**src/rtl/fetch_unit_if.sv**
```systemverilog
// Bus bundle between the fetch controller and its PC unit, instruction memory,
// execute (branch redirect) and decode (valid/ready instruction output).
interface fetch_unit_if;
  logic [15:0] pc_cur;
  logic [1:0]  pc_op;
  logic [15:0] pc_set_val;
  logic        pc_en;
  logic        mem_req;
  logic [15:0] mem_addr;
  logic        mem_ack;
  logic [15:0] mem_rdata;
  logic        branch_valid;
  logic [15:0] branch_target;
  logic        instr_valid;
  logic        instr_ready;
  logic [15:0] instr_data;
  logic [15:0] instr_pc;

  modport master (
    input  pc_cur, mem_ack, mem_rdata, branch_valid, branch_target, instr_ready,
    output pc_op, pc_set_val, pc_en, mem_req, mem_addr, instr_valid, instr_data, instr_pc
  );

  modport slave (
    output pc_cur, mem_ack, mem_rdata, branch_valid, branch_target, instr_ready,
    input  pc_op, pc_set_val, pc_en, mem_req, mem_addr, instr_valid, instr_data, instr_pc
  );
endinterface

```
**src/rtl/fetch_unit.sv**
```systemverilog
// Instruction fetch controller: commands the PC unit, reads 16-bit words over req/ack
// and buffers them for decode. Define FETCH_SKID_BUF_EN for a 2-entry output FIFO.
module fetch_unit (
  input  logic         clk,
  input  logic         rst_n,
  fetch_unit_if.master bus
);
  // PC unit command encodings, matching cpu_constants.vh.
  localparam logic [1:0] PC_NOP   = 2'd0;
  localparam logic [1:0] PC_INC   = 2'd1;
  localparam logic [1:0] PC_SET   = 2'd2;
  localparam logic [1:0] PC_RESET = 2'd3;

  typedef enum logic [1:0] {
    S_RESET = 2'd0,
    S_FETCH = 2'd1,
    S_DRAIN = 2'd2
  } state_t;

  state_t      state_q, state_d;
  logic        out_q, out_d;
  logic [15:0] addr_q, addr_d;

  logic        hd_vld_q, hd_vld_d;
  logic [15:0] hd_data_q, hd_data_d;
  logic [15:0] hd_pc_q, hd_pc_d;
`ifdef FETCH_SKID_BUF_EN
  logic        tl_vld_q, tl_vld_d;
  logic [15:0] tl_data_q, tl_data_d;
  logic [15:0] tl_pc_q, tl_pc_d;
`endif

  logic        pop;
  logic        full;
  logic        room;
  logic        start;
  logic        push;
  logic        flush;
  logic        req;
  logic [1:0]  op;
  logic [15:0] addr_o;

  assign pop = hd_vld_q & bus.instr_ready;
`ifdef FETCH_SKID_BUF_EN
  assign full = tl_vld_q;
`else
  assign full = hd_vld_q;
`endif
  assign room = ~full | pop;

  // A held request keeps its latched address; a fresh one uses the live PC.
  assign addr_o = out_q ? addr_q : bus.pc_cur;

  always_comb begin
    state_d = state_q;
    out_d   = out_q;
    addr_d  = addr_q;
    op      = PC_NOP;
    req     = 1'b0;
    start   = 1'b0;
    push    = 1'b0;
    flush   = 1'b0;
    unique case (state_q)
      S_RESET: begin
        op      = PC_RESET;
        state_d = S_FETCH;
      end
      S_FETCH: begin
        if (bus.branch_valid) begin
          // Redirect wins over ack; an in-flight read is either dropped now or drained.
          op    = PC_SET;
          flush = 1'b1;
          req   = out_q;
          if (out_q) begin
            if (bus.mem_ack) begin
              out_d = 1'b0;
            end else begin
              state_d = S_DRAIN;
            end
          end
        end else begin
          start = ~out_q & room;
          req   = out_q | start;
          if (start) begin
            addr_d = bus.pc_cur;
          end
          if (req) begin
            if (bus.mem_ack) begin
              push  = 1'b1;
              op    = PC_INC;
              out_d = 1'b0;
            end else begin
              out_d = 1'b1;
            end
          end
        end
      end
      S_DRAIN: begin
        req = 1'b1;
        if (bus.branch_valid) begin
          op    = PC_SET;
          flush = 1'b1;
        end
        if (bus.mem_ack) begin
          out_d   = 1'b0;
          state_d = S_FETCH;
        end
      end
      default: begin
        state_d = S_RESET;
      end
    endcase
  end

  always_comb begin
    hd_vld_d  = hd_vld_q;
    hd_data_d = hd_data_q;
    hd_pc_d   = hd_pc_q;
`ifdef FETCH_SKID_BUF_EN
    tl_vld_d  = tl_vld_q;
    tl_data_d = tl_data_q;
    tl_pc_d   = tl_pc_q;
    if (pop) begin
      hd_vld_d  = tl_vld_q;
      hd_data_d = tl_data_q;
      hd_pc_d   = tl_pc_q;
      tl_vld_d  = 1'b0;
    end
    if (push) begin
      if (!hd_vld_d) begin
        hd_vld_d  = 1'b1;
        hd_data_d = bus.mem_rdata;
        hd_pc_d   = addr_o;
      end else begin
        tl_vld_d  = 1'b1;
        tl_data_d = bus.mem_rdata;
        tl_pc_d   = addr_o;
      end
    end
    if (flush) begin
      hd_vld_d = 1'b0;
      tl_vld_d = 1'b0;
    end
`else
    if (pop) begin
      hd_vld_d = 1'b0;
    end
    if (push) begin
      hd_vld_d  = 1'b1;
      hd_data_d = bus.mem_rdata;
      hd_pc_d   = addr_o;
    end
    if (flush) begin
      hd_vld_d = 1'b0;
    end
`endif
  end

  always_ff @(posedge clk or negedge rst_n) begin
    if (!rst_n) begin
      state_q   <= S_RESET;
      out_q     <= 1'b0;
      addr_q    <= 16'h0000;
      hd_vld_q  <= 1'b0;
      hd_data_q <= 16'h0000;
      hd_pc_q   <= 16'h0000;
`ifdef FETCH_SKID_BUF_EN
      tl_vld_q  <= 1'b0;
      tl_data_q <= 16'h0000;
      tl_pc_q   <= 16'h0000;
`endif
    end else begin
      state_q   <= state_d;
      out_q     <= out_d;
      addr_q    <= addr_d;
      hd_vld_q  <= hd_vld_d;
      hd_data_q <= hd_data_d;
      hd_pc_q   <= hd_pc_d;
`ifdef FETCH_SKID_BUF_EN
      tl_vld_q  <= tl_vld_d;
      tl_data_q <= tl_data_d;
      tl_pc_q   <= tl_pc_d;
`endif
    end
  end

  assign bus.pc_op       = op;
  assign bus.pc_set_val  = bus.branch_target;
  assign bus.pc_en       = 1'b1;
  assign bus.mem_req     = req;
  assign bus.mem_addr    = addr_o;
  assign bus.instr_valid = hd_vld_q;
  assign bus.instr_data  = hd_data_q;
  assign bus.instr_pc    = hd_pc_q;
endmodule

```
**src/flat_wrapper.sv**
```systemverilog
// flat-port wrapper written by rule: the top's interface ports become plain ports
module fetch_unit_flat 
  (clk, rst_n, bus_pc_cur, bus_mem_ack, bus_mem_rdata, bus_branch_valid, bus_branch_target, bus_instr_ready, bus_pc_op, bus_pc_set_val, bus_pc_en, bus_mem_req, bus_mem_addr, bus_instr_valid, bus_instr_data, bus_instr_pc);
  fetch_unit_if bus_i ();
  input  logic clk;
  input  logic rst_n;
  input wire logic [$bits(bus_i.pc_cur)-1:0] bus_pc_cur;
  input wire logic [$bits(bus_i.mem_ack)-1:0] bus_mem_ack;
  input wire logic [$bits(bus_i.mem_rdata)-1:0] bus_mem_rdata;
  input wire logic [$bits(bus_i.branch_valid)-1:0] bus_branch_valid;
  input wire logic [$bits(bus_i.branch_target)-1:0] bus_branch_target;
  input wire logic [$bits(bus_i.instr_ready)-1:0] bus_instr_ready;
  output wire logic [$bits(bus_i.pc_op)-1:0] bus_pc_op;
  output wire logic [$bits(bus_i.pc_set_val)-1:0] bus_pc_set_val;
  output wire logic [$bits(bus_i.pc_en)-1:0] bus_pc_en;
  output wire logic [$bits(bus_i.mem_req)-1:0] bus_mem_req;
  output wire logic [$bits(bus_i.mem_addr)-1:0] bus_mem_addr;
  output wire logic [$bits(bus_i.instr_valid)-1:0] bus_instr_valid;
  output wire logic [$bits(bus_i.instr_data)-1:0] bus_instr_data;
  output wire logic [$bits(bus_i.instr_pc)-1:0] bus_instr_pc;
  assign bus_i.pc_cur = bus_pc_cur;
  assign bus_i.mem_ack = bus_mem_ack;
  assign bus_i.mem_rdata = bus_mem_rdata;
  assign bus_i.branch_valid = bus_branch_valid;
  assign bus_i.branch_target = bus_branch_target;
  assign bus_i.instr_ready = bus_instr_ready;
  assign bus_pc_op = bus_i.pc_op;
  assign bus_pc_set_val = bus_i.pc_set_val;
  assign bus_pc_en = bus_i.pc_en;
  assign bus_mem_req = bus_i.mem_req;
  assign bus_mem_addr = bus_i.mem_addr;
  assign bus_instr_valid = bus_i.instr_valid;
  assign bus_instr_data = bus_i.instr_data;
  assign bus_instr_pc = bus_i.instr_pc;
  fetch_unit u_core (.clk(clk), .rst_n(rst_n), .bus(bus_i));
endmodule
```
**config.mk**
```make
export PLATFORM = sky130hd
export DESIGN_NAME = fetch_unit_flat
export DESIGN_NICKNAME = d
export VERILOG_FILES = /design/src/rtl/fetch_unit_if.sv /design/src/rtl/fetch_unit.sv /design/src/flat_wrapper.sv
export SDC_FILE = /design/constraint.sdc
export NUM_CORES = 1
export LEC_CHECK = 0
export BUFFER_PORTS_ARGS = -buffer_cell sky130_fd_sc_hd__buf_2
export CORE_MARGIN = 1
export CORE_UTILIZATION = 45
export CTS_BUF_LIST = sky130_fd_sc_hd__clkbuf_2 sky130_fd_sc_hd__clkbuf_4 sky130_fd_sc_hd__clkbuf_8
export CTS_CLUSTER_SIZE = 25
export DETAILED_ROUTE_END_ITERATION = 12
export PLACE_DENSITY = 0.79
export SLEW_MARGIN = 20
export SYNTH_ARGS = -nofsm -noshare
export SYNTH_HDL_FRONTEND = slang
export SYNTH_SLANG_ARGS = --single-unit
```
**constraint.sdc**
```tcl
create_clock -name clk -period 2.2 [get_ports clk]
set_clock_uncertainty 0.05 [all_clocks]
set_input_delay 0.44 -clock clk [delete_from_list [all_inputs] [get_ports clk]]
set_output_delay 0.44 -clock clk [all_outputs]
set_load 0.01 [all_outputs]
```
=== Word level (Yosys, flattened, before mapping) ===
Cells that the tools add are included.

* Register bits: 52
* Input bits: 53
* Output and inout port bits: 69
* Logic and storage cells: 55

* Equality and inequality tests: 7
* Mux-type cells: 28
* Bitwise gates (word level): 7
* Reduce and logical (&&, ||, !) cells: 7

{| class="wikitable"
|+ Operators with widths
! cell !! number
|-
| two-way mux 1 bit || 16
|-
| two-way mux 16 bit || 1
|-
| two-way mux 2 bit || 7
|-
| case mux 2 bit (3 select lines) || 2
|-
| inequality test 2 bit (second input constant) || 3
|-
| AND reduction 3 bit || 2
|-
| case mux 1 bit (2 select lines) || 2
|-
| AND reduction 4 bit || 1
|-
| inequality test 3 x 2 -> 1 bit (second input constant) || 1
|-
| NOT 1 bit || 3
|-
| nonzero test 3 bit || 1
|-
| AND 1 bit || 2
|-
| equality test 2 x 1 -> 1 bit (second input constant) || 1
|-
| equality test 2 bit (second input constant) || 1
|-
| zero test 2 bit || 1
|-
| inequality test 2 x 1 -> 1 bit (second input constant) || 1
|-
| bitwise OR 1 bit || 2
|-
| nonzero test 2 bit || 1
|-
| OR reduction 2 bit || 1
|}

=== Longest topological paths before layout ===
* Word-level depth: 9
* Gate-level depth with buffers: 7
* Gate-level depth less buffers: 5

=== Least setup slack after synthesis ===
OpenSTA, ideal clock, no wires.

* Path kind: flip-flop to output port
* Start point: register u_core.state_q[1]
* End point: output port bus_pc_op[0]
* Data arrival time: 1474 ps
* Required time: 1710 ps
* Path slack: 236 ps
* Stages on the path, launching flop included: 8
* Buffers on the path: 2
* Path through: dfrtp_1 > inv_1 > ha_1 > and2b_1 > o211a_1 > buf_2 > buf_4 > o21ba_2

* Word-level cells in the longest chain between the ends: 2
* Elaborated cells between the ends (all ways): 4
* Classes of those cells: 2 x eq/ne; 1 x mux; 1 x reduce/logical

{| class="wikitable"
|+ RTL lines
! item !! line !! RTL
|-
| start, declared || fetch_unit.sv:20 || <nowiki>state_t state_q, state_d;</nowiki>
|-
| start signal, assigned || fetch_unit.sv:173 || <nowiki>state_q <= state_d;</nowiki>
|-
| equality test 2 bit, or another cell as far along || fetch_unit.sv:63 || <nowiki>unique case (state_q)</nowiki>
|-
| case mux 2 bit (3 select lines) (*) || fetch_unit.sv:63 ||
|-
| end, declared || flat_wrapper.sv:13 || <nowiki>output wire logic [$bits(bus_i.pc_op)-1:0] bus_pc_op;</nowiki>
|}

Mark *: on every way between the ends. The rest lies on a longest branch, timed or not.

=== Final worst setup path ===
Ends and elaborated chain as after synthesis.

==> impl_metrics.csv <==
group,metric,value,unit
power_and_ir_drop,p_int,0.002911,W
power_and_ir_drop,clock_power_share,0.161,
timing,fmax,474.0,MHz
worst_setup_path,crit_chain,"inv_1 -> ha_4 -> and2b_1 -> o211a_1 -> o21ba_2 -> buf_2",
global_routing,gr-usage-all-layers,0.1652,
yosys,syn_nets,227,
timing,holdWs,0.1972,ns
floorplan,dieArea,0.005683,mm2
timing,tightest_slew,0.6334,ns
worst_setup_path,critPathArrivalTime,1.62,ns
floorplan,die-width,75.39,um
clock_tree,clkTransAtPathRegs,0.09,ns
yosys,synth_area,0.002424,mm2
cells_and_area,syn_to_final_growth,23.44,%
power_and_ir_drop,power_frac_comb,0.452,
yosys,synth_top_flop_cell,"dfrtp_1",
global_routing,grt_pass1_vias,1594,
global_routing,grt_pass1_wl,7.024,mm
placement,pre_cts_ws,0.2583,ns
floorplan,core,0.005140,mm2
clock_tree,numCtsBuffers,5,
clock_tree,cts-root-buf,"clkbuf_8",
yosys,synthArstFlopShare,1.000,
global_routing,overflow,0,
placement,place_congestion,0.6991,
clock_tree,cts_tree,"built",
timing,setup_tns,0,ns
run,max_cap_violations,0,
global_routing,grt_start_max_net_pins,53,
cells_and_area,antenna_cells,0,
timing,rsz0062_at_grt,"false",
routing,firstDrtPassIters,4,
power_and_ir_drop,p_sw,0.001421,W
yosys,yosysWarnings,0,
timing,layout_worst_path_cycle_share,0.9590,
timing,final_hold_viol_count,0,
clock_tree,cts_sinks,52,
yosys,synth_cell_type_count,24,
timing,max_slew_margin,0.5778,
cells_and_area,final_common_cell,"buf_2",
routing,vias,1596,
worst_setup_path,cp_max_fo,7,
placement,place_inst,311,
floorplan,initial_core_util,0.4715,
placement,place_hpwl,3.173,mm
routing,wl_per_cell,13.81,um
routing,ant_nets,0,
worst_setup_path,end_kind,"output port",
cells_and_area,seqCellArea,0.001301,mm2
placement,io_buffers,88,
yosys,syn_inst,170,
routing,drtIter0Drc,55,
floorplan,io_pins,122,
clock_tree,h-tree-depth,2,
power_and_ir_drop,switching_share,0.3281,
cells_and_area,final_cells,321,
worst_setup_path,critPathLaunchType,"flip-flop",
timing,report.final.slew_viol_count,0,
cells_and_area,n_fill_cell,446,
global_routing,grt_antenna_before_repair,0,
floorplan,rows,26,
timing,setup_viol,0,
power_and_ir_drop,powerDensity,1448,mW/mm2
yosys,ys_seq_area_frac,0.5369,
routing,vias_per_cell,4.972,
routing,routed_wl,4.434,mm
cells_and_area,layout-drive-gt1-share,0.6853,
power_and_ir_drop,total_power,0.004333,W
yosys,synth_edf_count,0,
power_and_ir_drop,irDropWorstVdd,0.0006680,V
floorplan,die_h,75.39,um
worst_setup_path,slowest_stage,"dfrtp_1",
status,outcome,"finished clean",
power_and_ir_drop,power.leakage,1.442,nW
timing,min_period,2.110,ns
power_and_ir_drop,pwr-share-seq,0.387,
routing,route.detailed.drc,0,
cells_and_area,mostFrequentLayoutCells,"buf_2 (88), mux2_2 (64), dfrtp_1 (52)",
worst_setup_path,slowest_delay,0.39,ns
hold_path,holdCritPathClass,"input port to asynchronous set/reset pin",
clock_tree,max-clock-path-buffers,2,
cells_and_area,multi_input_area,944.7,um2
worst_setup_path,crit_type,"flip-flop to output port",
yosys,ys_ff_latch,52,
clock_tree,clk_latency,0.29,ns
worst_setup_path,crit_required,1.71,ns
yosys,avgSynthCellArea,14.26,um2
timing,setup_ws,0.09015,ns
cells_and_area,nNetsFinal,307,
-- cell usage after synthesis, drive strengths merged, types with 2 or more instances --
cell type | n | area share
a21oi | 4 | 0.0083
buf | 24 | 0.074
dfrtp | 52 | 0.54
ha | 4 | 0.021
inv | 3 | 0.0046
mux2 | 64 | 0.30
nand2 | 2 | 0.0031
nor2b | 2 | 0.0052
o21ai | 2 | 0.0041
-- power by group through the flow --
| stage | logic (W) | clock network (W) | registers (W) |
|---|---|---|---|
| detailed placement | 0.00195 | 0 | 0.00169 |
| CTS | 0.00196 | 0.000727 | 0.00168 |
| global route | 0.00215 | 0.000760 | 0.00175 |
| finish | 0.00196 | 0.000699 | 0.00168 |
| floorplan | 0.00113 | 0 | 0.00182 |
| global placement | 0.00190 | 0 | 0.00166 |
-- cells by family (layout without fill, tap and decap cells) --
family	count (synthesis)	after routing	share of synthesized area
compound gates	13	13	0.03614
fa+ha+maj	4	4	0.02065
buf+inv	27	108	0.07847
flops	52	52	0.5369
mux	65	65	0.3015
other cells	1	1	0.001547
simple gates	8	8	0.02479
-- registers in the layout (all words and copies together), names as in the netlist --
signal / count
u_core.addr_q: 16
u_core.bus.instr_data: 16
u_core.bus.instr_pc: 16
u_core.state_q: 2
u_core.bus.instr_valid: 1
u_core.out_q: 1
-- worst paths after layout --
check,from,end,slack [ns],depth (start not counted)
hold / removal,rst_n,u_core.bus.instr_data[4],0.20,2
setup reg to reg,u_core.state_q[1],u_core.bus.instr_pc[5],0.31,7
hold reg to reg,u_core.bus.instr_data[12],u_core.bus.instr_data[12],0.46,1
setup / recovery,u_core.state_q[1],bus_pc_op[0],0.09,6
max in group asynchronous,rst_n,u_core.addr_q[12],1.48,2
min in group clk,bus_mem_rdata[8],u_core.bus.instr_data[8],0.32,2
-- critical path, delay by kind of cell (launching register included) --
family                     cells  cell delay, ns
AOI/OAI and AO/OA              2            0.33
adders and majority gates      1            0.19
buffers and inverters          2            0.23
DFF                            1            0.39
and+or+nand+nor                1            0.18
-- metrics by stage --
step / utilization / area, um2
after floorplan: - / 2424
after global placement: 0.5521 / 2838
after detailed placement: 0.5521 / 2838
after CTS: 0.5786 / 2974
after global routing: 0.5820 / 2992
final: 0.5820 / 2992
-- layout make-up --
type | instances | share of cell area
multi-input cells | 91 | 0.3158
well taps | 70 | 0.02928
inverters | 3 | 0.003764
clock buffers | 7 | 0.03220
repair buffers | 97 | 0.1740
flip-flops and latches | 52 | 0.4350
clock inverters | 1 | 0.01004
-- per-layer routing --
metal | part of all wire | track usage
met5 | 0 | 0
met4 | 0.0090 | 0.04321
met3 | 0.083 | 0.06481
met2 | 0.48 | 0.2976
met1 | 0.42 | 0.1821
-- repair_timing --
item                                   in CTS  in global routing
buffers inserted                            1                  1
setup endpoints to repair                   1                  2
endpoints found under the hold margin       0                  0
gates resized for setup                     1                  1
hold buffers                                0                  0
pin swaps                                   1                  0
No activity file was read; power rests on OpenSTA's default activity.
